## config.mk

```make
export PLATFORM = sky130hd
export DESIGN_NAME = alu_mul_sequencer
export DESIGN_NICKNAME = d
export VERILOG_FILES = /design/src/rtl/alu_mul_sequencer.sv
export SDC_FILE = /design/constraint.sdc
export NUM_CORES = 1
export LEC_CHECK = 0
export ABC_AREA = 1
export CORE_MARGIN = 2
export CORE_UTILIZATION = 45
export CTS_CLUSTER_SIZE = 10
export DETAILED_ROUTE_END_ITERATION = 8
export PLACE_DENSITY = 0.83
export SETUP_SLACK_MARGIN = 0.5
export SLEW_MARGIN = 20
export SYNTH_ARGS = -nofsm -noshare
export SYNTH_HDL_FRONTEND = slang
export SYNTH_SLANG_ARGS = --single-unit
```

## constraint.sdc

```tcl
create_clock -name clk -period 7.2 [get_ports clk]
set_clock_uncertainty 0.15 [all_clocks]
set_input_delay 0.72 -clock clk [delete_from_list [all_inputs] [get_ports clk]]
set_output_delay 0.72 -clock clk [all_outputs]
set_load 0.01 [all_outputs]
```

## src/rtl/alu_mul_sequencer.sv

```systemverilog
// Shift-and-add multiply sequencer that borrows the EX-stage ALU (ADD op) to
// build the low DATA_WIDTH bits of A*B, one multiplier bit per cycle.
module alu_mul_sequencer #(
    parameter int                         DATA_WIDTH    = 32,
    parameter int                         OPCODE_LENGTH = 4,
    parameter logic [OPCODE_LENGTH-1:0]   ALU_ADD_OP    = 4'b0010
) (
    input  logic                     clk,
    input  logic                     reset,
    input  logic                     req_valid,
    output logic                     req_ready,
    input  logic [DATA_WIDTH-1:0]    req_a,
    input  logic [DATA_WIDTH-1:0]    req_b,
    output logic                     resp_valid,
    input  logic                     resp_ready,
    output logic [DATA_WIDTH-1:0]    resp_result,
    output logic [DATA_WIDTH-1:0]    alu_srca,
    output logic [DATA_WIDTH-1:0]    alu_srcb,
    output logic [OPCODE_LENGTH-1:0] alu_op,
    input  logic [DATA_WIDTH-1:0]    alu_result
);
    localparam int              CNT_W   = (DATA_WIDTH > 1) ? $clog2(DATA_WIDTH) : 1;
    localparam logic [CNT_W-1:0] CNT_MAX = CNT_W'(DATA_WIDTH - 1);

    typedef enum logic [1:0] {IDLE, RUN, DONE} state_e;

    state_e                 state_q, state_d;
    logic [DATA_WIDTH-1:0]  acc_q, acc_d;
    logic [DATA_WIDTH-1:0]  mcand_q, mcand_d;
    logic [DATA_WIDTH-1:0]  mplier_q, mplier_d;
    logic [CNT_W-1:0]       cnt_q, cnt_d;

    always_comb begin
        state_d  = state_q;
        acc_d    = acc_q;
        mcand_d  = mcand_q;
        mplier_d = mplier_q;
        cnt_d    = cnt_q;
        case (state_q)
            IDLE: begin
                if (req_valid) begin
                    acc_d    = '0;
                    mcand_d  = req_a;
                    mplier_d = req_b;
                    cnt_d    = '0;
                    state_d  = (req_b != '0) ? RUN : DONE;
                end
            end
            RUN: begin
                if (mplier_q[0])
                    acc_d = alu_result;
                mcand_d  = mcand_q << 1;
                mplier_d = mplier_q >> 1;
                cnt_d    = cnt_q + 1'b1;
                // Stop early once no set multiplier bits remain.
                if (mplier_d == '0 || cnt_q == CNT_MAX)
                    state_d = DONE;
            end
            DONE: begin
                if (resp_ready)
                    state_d = IDLE;
            end
            default: state_d = IDLE;
        endcase
    end

    always_ff @(posedge clk or posedge reset) begin
        if (reset) begin
            state_q  <= IDLE;
            acc_q    <= '0;
            mcand_q  <= '0;
            mplier_q <= '0;
            cnt_q    <= '0;
        end else begin
            state_q  <= state_d;
            acc_q    <= acc_d;
            mcand_q  <= mcand_d;
            mplier_q <= mplier_d;
            cnt_q    <= cnt_d;
        end
    end

    assign req_ready   = (state_q == IDLE) & ~reset;
    assign resp_valid  = (state_q == DONE);
    assign resp_result = acc_q;

    // ALU is only driven with live operands while RUN; otherwise a harmless 0+0.
    assign alu_srca = (state_q == RUN) ? acc_q   : '0;
    assign alu_srcb = (state_q == RUN) ? mcand_q : '0;
    assign alu_op   = ALU_ADD_OP;

endmodule
```

[After elaboration in Yosys (flattened, before gate mapping)]
Index checks and enable logic that the tools add are counted.
Word-level totals
  flip-flop bits (word level): 103
  word-level logic and storage cells: 39
Operators by class
  add/subtract/negate cells: 1
  equal/unequal tests: 7
  mux-type cells: 16
  bitwise logic cells: 2
  reductions and logical operators: 8
Operators by type and width (number)
  two-way mux 32 bit: 6
  one-hot mux 32 bit (2 select lines): 3
  zero test 32 bit: 1
  nonzero test 32 bit: 1
  one-hot mux 5 bit (2 select lines): 1
  two-way mux 2 bit: 4
  != test 2 bit (second input constant): 3
  one-hot mux 2 bit (3 select lines): 1
  AND reduction 3 bit: 2
  adder 5 x 1 -> 5 bit (second input constant): 1
  == test 5 bit (second input constant): 1
  two-way mux 5 bit: 1
  == test 2 x 1 -> 1 bit (second input constant): 1
  == test 2 bit (second input constant): 1
  zero test 2 bit: 1
  != test 2 x 1 -> 1 bit (second input constant): 1
  AND reduction 2 bit: 1
  nonzero test 2 bit: 1
  bitwise AND 1 bit: 1
  logical OR 1 bit: 1
  inverter 1 bit: 1

[Logic depth before layout (Yosys ltp)]
Gate-level depths: netlist of run 1.
  depth in word-level cells: 4
  mapped depth: 9
  mapped depth without buffers: 9

[Worst setup path after synthesis of run 1]
No wires, ideal clock.
  path kind: register to output
  from: register state_q[1]
  to: output alu_srca[10]
  arrival: 1.146 ns
  path slack: 5.184 ns
  stages on the path, launching flop included: 7
  path through: dfrtp_1 -> inv_2 -> nand2_1 -> buf_6 -> buf_2 -> buf_2 -> nor2_1
On the way
  word-level cells in the longest chain between the ends: 2
Ends and longest elaborated chain
  from (decl): RTL line 27  | state_e state_q, state_d;
  from (signal assigned): RTL line 75  | state_q <= state_d;
  == test 2 x 1 -> 1 bit: RTL line 88  | assign alu_srca = (state_q == RUN) ? acc_q : '0;
  two-way mux 32 bit: RTL line 88
  to (decl): RTL line 17  | output logic [DATA_WIDTH-1:0] alu_srca,
Every way passes these cells.

[Worst setup path in the final report of run 1]
  from: register state_q[1]
  to: output alu_srca[2]
Same word-level chain as after synthesis.

==> results of run 1 <==
## per-stage QoR
stage	total power, mW	utilization (%)
floorplan	1.979	-
detailed placement	2.544	64.12
global route	3.171	65.95
finish	2.913	65.95
CTS	2.938	65.95
global placement	2.469	64.12
## cells by family (layout without fill, tap and decap cells)
group,after synthesis,after routing,synth area share [%]
and+or+nand+nor,213,213,16.92
DFF,103,103,51.03
buffers and inverters,143,318,12.91
adders and majority gates,2,2,0.4953
AOI/OAI and AO/OA,168,168,18.50
other,2,4,0.1487
## routing by layer
metal | vias to the layer above | routed length (um) | global-route usage [%]
met5 | - | 0 | 0
met4 | 0 | 173 | 6.239
met3 | 14 | 881 | 5.039
met2 | 163 | 7127 | 40.67
met1 | 2172 | 5661 | 28.82
li1 | 2343 | - | -
## state kept, by name, indices dropped and copies added (netlist names)
register	cells
resp_result	32
state_q	2
cnt_q	5
mplier_q	32
mcand_q	32
## power by group through the flow
| stage | Combinational [mW] | Sequential [mW] | Clock [mW] |
|---|---|---|---|
| finish | 1.56 | 0.969 | 0.381 |
| global route | 1.76 | 0.993 | 0.415 |
| CTS | 1.58 | 0.968 | 0.393 |
| detailed placement | 1.57 | 0.977 | 0 |
| global placement | 1.51 | 0.963 | 0 |
| floorplan | 1.01 | 0.974 | 0 |
## cell usage after synthesis
master / instances / area (um2)
clkbuf_2: 1 / 5.000
inv_2: 2 / 7.510
or2_2: 1 / 6.260
o21ai_4: 1 / 16.27
buf_6: 7 / 78.83
nand2_1: 63 / 236.5
nand2_2: 1 / 6.260
o211ai_2: 1 / 12.51
o31ai_1: 2 / 15.01
o22ai_1: 1 / 6.260
o211ai_1: 23 / 172.7
buf_4: 9 / 67.56
nor2_1: 110 / 412.9
clkbuf_1: 2 / 7.510
nand4_1: 1 / 6.260
nor3_1: 1 / 5.000
dfrtp_1: 103 / 2577
ha_1: 2 / 25.02
o21ai_1: 20 / 100.1
a22o_1: 3 / 26.28
buf_2: 22 / 110.1
nor2_2: 1 / 6.260
o21ai_0: 83 / 415.4
a21oi_1: 34 / 170.2
nand3_1: 35 / 175.2
conb_1: 2 / 7.510
inv_1: 100 / 375.4
## worst paths after layout
check,start,to,slack [ns]
worst max-delay path,state_q[1],alu_srca[2],3.85
worst min-delay path,cnt_q[4],cnt_q[4],0.37
min in group asynchronous,reset,mcand_q[20],0.61
max in group asynchronous,reset,resp_result[28],5.07
worst max register to register,state_q[1],mplier_q[27],3.99
worst min register to register,cnt_q[4],cnt_q[4],0.37
## layout make-up
class | instances | area share, %
multi-input cells | 387 | 25.54
flip-flops and latches | 103 | 35.89
well taps | 140 | 2.439
clock inverters | 5 | 1.045
clock buffers | 9 | 1.725
inverters | 102 | 5.367
repair buffers | 202 | 27.98
==> out/results.ini, run 1 <==
[outcome]
status=complete, no violations

[worst_setup_path]
critPathMaxFanout=51
slowest_stage=buf_4
crit_path_start_kind=flip-flop
cp.depth=5
cp_slowest_stage_delay_ns=0.58
worst_setup_path_end_kind=output pin
path_class=reg2out
cp.required_ns=6.33
cp_top_family=buffers and inverters
crit_chain=inv_2 -> nand2_2 -> buf_4 -> nor2_1 -> clkdlybuf4s50_1
cp.buffers_inverters=3
cp.arrival_ns=2.48
worstRegToRegCells=7

[clocking]
path_clk_slew_ns=0.09
root_buffer=clkbuf_8
htreeDepth=3
clk_latency_ns=0.36
clock_tree.buffer_depth=2
ctsHoldBuffers=0
cts_resized=0
numClockSinks=103
cts_tree=done
cts_buffers=9
cts_setup_buffers=0

[timing]
rsz0062_at_grt=no
fmax_mhz=298.4
layout_setup_ws_ns=3.849
setup_viol=0
fin_crit_ns=3.351
setup_tns_ns=0
relSlewSlack_pct=37.04
hold_ws_ns=0.3712
finalCritPeriodShare_pct=46.55
tightest_slew_ns=0.9433
timing.final.hold_violations=0
slew_viol_final=0

[power]
p_per_area_nw_per_um2=405.7
switching_power_mw=1.232
ir_drop_uv=178.4
switching_share_pct=42.30
p_clk_share_pct=13.1
p_int_mw=1.681
sequentialPowerShare_pct=33.3
leakage_nw=3.132
combPwrFrac_pct=53.7

[placed_design]
place_congestion=0.8277
dp_hpwl_um=10150
dp_slack_ns=3.997
placed_area_um2=6982
dp_cells=934
portBuffers=197

[detailed_routing]
drtPass1Iterations=5
wl_per_cell_um=14.60
drtIter0Drc=374
wl_um=13840
vias_per_cell=4.949
ant_nets=0
drc=0
vias=4692

[die]
pin_count=202
rows=38
core-area_um2=10890
chipHeight_um=109.9
die_w_um=109.9
die_area_um2=12090
start_util_pct=46.39

[logic_synthesis]
synth_warnings=0
ys_seq_area_share_pct=51.03
ys_seq_elements=103
synthCells=631
yosysUniqueCellTypes=27
postSynthAreaPerCell_um2=8.005
synth_area_um2=5051

[cells_and_area]
multiInputGateArea_um2=1834
area_growth_pct=42.16
regArea_um2=2577
fillCellCount=902
drive_gt1_share_pct=3.589
final_nets=907
mostFrequentLayoutCells=clkdlybuf4s50_1, nor2_1, dfrtp_1
design_area_um2=7181
final-instance-count-excl-fill=948
mostFrequentLayoutCell=clkdlybuf4s50_1
antennaDiodeCount=0

[global_routing]
grt_antenna_before_repair=0
grt_pass1_vias=4679
track_usage_pct=23.19
grt_max_degree=71
grt_pass1_wl_um=21850
overflow=0

[min_path]
hold_path_class=reg2reg
holdPathStages=1

[job]
max-cap-violations=0

Power figures use the tool's default switching activity.
==> run 2: changes to the inputs <==
--- a/config.mk
+++ b/config.mk
@@ -7,10 +7,10 @@
 export LEC_CHECK = 0
 export ABC_AREA = 1
 export CORE_MARGIN = 2
-export CORE_UTILIZATION = 45
+export CORE_UTILIZATION = 40
 export CTS_CLUSTER_SIZE = 10
 export DETAILED_ROUTE_END_ITERATION = 8
-export PLACE_DENSITY = 0.83
+export PLACE_DENSITY = 0.78
 export SETUP_SLACK_MARGIN = 0.5
 export SLEW_MARGIN = 20
 export SYNTH_ARGS = -nofsm -noshare
==> constraint.sdc (replaced) <==
create_clock -name clk -period 3 [get_ports clk]
set_clock_uncertainty 0.15 [all_clocks]
set_input_delay 0.3 -clock clk [delete_from_list [all_inputs] [get_ports clk]]
set_output_delay 0.3 -clock clk [all_outputs]
set_load 0.01 [all_outputs]
==> out/results.ini, run 2 (synthesis gave the netlist of run 1 again) <==
[min_path]
hold_path_class=in2async  ; was reg2reg

[cells_and_area]
antennaDiodeCount=0  ; unchanged
area_growth_pct=46.77  ; was 42.16%
mostFrequentLayoutCell=clkdlybuf4s50_1  ; unchanged
final_nets=912  ; was 907
drive_gt1_share_pct=4.417  ; was 3.589%
mostFrequentLayoutCells=clkdlybuf4s50_1, nor2_1, dfrtp_1  ; unchanged

[worst_setup_path]
worst_setup_path_end_kind=output pin  ; unchanged
critPathMaxFanout=27  ; was 51
r2r_start=state_q[0]  ; was state_q[1]
cp.arrival_ns=1.94  ; was 2.48 ns
cp.buffers_inverters=2  ; was 3
crit_chain=nand2_8 -> buf_8 -> nor2_1 -> clkdlybuf4s50_1  ; was inv_2 -> nand2_2 -> buf_4 -> nor2_1 -> clkdlybuf4s50_1
worstRegToRegCells=5  ; was 7
crit_path_start_kind=flip-flop  ; unchanged
r2r_slack_ns=0.81  ; was 3.99 ns
slowest_stage=clkdlybuf4s50_1  ; was buf_4
cp_slowest_stage_delay_ns=0.57  ; was 0.58 ns
path_class=reg2out  ; unchanged
worstSetupStartpoint=state_q[0]  ; was state_q[1]
cp_top_family=buffers and inverters  ; unchanged
r2r_end=resp_result[17]  ; was mplier_q[27]
cp.required_ns=2.55  ; was 6.33 ns

[die]
start_util_pct=40.52  ; was 46.39%
die_area_um2=13540  ; was 12090 um2
die_w_um=116.4  ; was 109.9 um
rows=41  ; was 38
core-area_um2=12470  ; was 10890 um2
pin_count=202  ; unchanged
chipHeight_um=116.4  ; was 109.9 um

[power]
p_per_area_nw_per_um2=974.2  ; was 405.7 nW/um2
leakage_nw=3.281  ; was 3.132 nW
ir_drop_uv=653.9  ; was 178.4 uV

[global_routing]
track_usage_pct=18.37  ; was 23.19%
overflow=0  ; unchanged
grt_pass1_vias=4148  ; was 4679
grt_pass1_wl_um=19810  ; was 21850 um
grt_antenna_before_repair=0  ; unchanged
grt_max_degree=44  ; was 71

[clocking]
htreeDepth=3  ; unchanged
ctsHoldBuffers=0  ; unchanged
clk_latency_ns=0.34  ; was 0.36 ns
cts_buffers=9  ; unchanged
cts_setup_buffers=0  ; unchanged
cts_tree=done  ; unchanged
numClockSinks=103  ; unchanged
root_buffer=clkbuf_16  ; was clkbuf_8
clock_tree.buffer_depth=2  ; unchanged
path_clk_slew_ns=0.07  ; was 0.09 ns

[detailed_routing]
wl_per_cell_um=12.95  ; was 14.60 um
drtPass1Iterations=4  ; was 5
drc=0  ; unchanged
wl_um=12780  ; was 13840 um
vias=4708  ; was 4692
drtIter0Drc=270  ; was 374
vias_per_cell=4.770  ; was 4.949
ant_nets=0  ; unchanged

[timing]
slew_viol_final=0  ; unchanged
fmax_mhz=418.2
setup_viol=0  ; unchanged
hold_ws_ns=0.3291  ; was 0.3712 ns
tightest_slew_ns=0.9040  ; was 0.9433 ns
finalCritPeriodShare_pct=79.71
fin_crit_ns=2.391
relSlewSlack_pct=39.50  ; was 37.04%
rsz0062_at_grt=no  ; unchanged
setup_tns_ns=0  ; unchanged
timing.final.hold_violations=0  ; unchanged

[job]
max-cap-violations=0  ; unchanged

[outcome]
status=complete, no violations  ; unchanged

[placed_design]
place_congestion=0.7944  ; was 0.8277
dp_hpwl_um=9366  ; was 10150 um
portBuffers=197  ; unchanged

[run 2: cell types whose count changed in the layout (fill, tap and decap cells not counted), moves of 2 or more]
cell / delta
bufinv_16: -2
clkdlybuf4s50_1: -5
inv_6: +2
buf_12: +3
clkbuf_16: +9
clkbuf_8: -8
dlymetal6s2s_1: +5
clkinvlp_4: +3
[run 2: timing repair]
action / CTS / global route
cloned: 0 / 0
endpoints found under the setup margin: 40 / 17
resized for setup: 2 / 7
[run 2: metrics by stage]
stage | utilization, % | instance area (um2) | setup WS (ns) | std cells | power, mW
6_report | 59.47 | 7413 | 0.6087 | 987 | 7.222
5_1_grt | 59.47 | 7413 | 0.5272 | 987 | 7.864
4_1_cts | 59.27 | 7388 | 0.5425 | 987 | 7.278
3_5_place_dp | 56.94 | 7098 | 0.6670 | 971 | 6.135
3_3_place_gp | 56.94 | 7098 | 0.7294 | 971 | 6.048
2_1_floorplan | - | 5062 | 1.318 | 633 | 4.751
[run 2: layout make-up]
class | instances | area (um2)
flip-flops and latches | 103 | 2577
multi-input cells | 387 | 1848
fillers | 1107 | 5052
well taps | 172 | 215.2
clock inverters | 6 | 42.54
repair buffers | 207 | 2105
clock buffers | 10 | 239.0
inverters | 102 | 386.6
[run 2: worst register-to-register path: cells and delay by family, from the launching register on]
family | cells | cell delay [ns]
flip-flops | 1 | 0.52
AND/OR/NAND/NOR | 2 | 0.26
buffers and inverters | 1 | 0.37
AO/OA/AOI/OAI | 2 | 0.82
[run 2: per-layer routing]
metal / wire length (um) / global-route usage, %
met1: 5814 / 25.51
met2: 6231 / 29.92
met3: 587 / 2.750
met4: 150 / 5.635
met5: 0 / 0
[run 2: how the worst max path moves through the flow]
stage                      end  slack, ns  cells after the start
6_report           alu_srcb[6]       0.61                      4
5_1_grt           alu_srcb[24]       0.53                      5
4_1_cts           alu_srcb[28]       0.54                      4
3_5_place_dp   resp_result[20]       0.67                      6
3_3_place_gp   resp_result[21]       0.73                      6
2_1_floorplan         cnt_q[0]       1.32                      1
[run 2: power breakdown]
group          internal, mW  switching, mW
logic                  1.63           2.17
registers              2.02          0.294
clock network         0.589          0.518
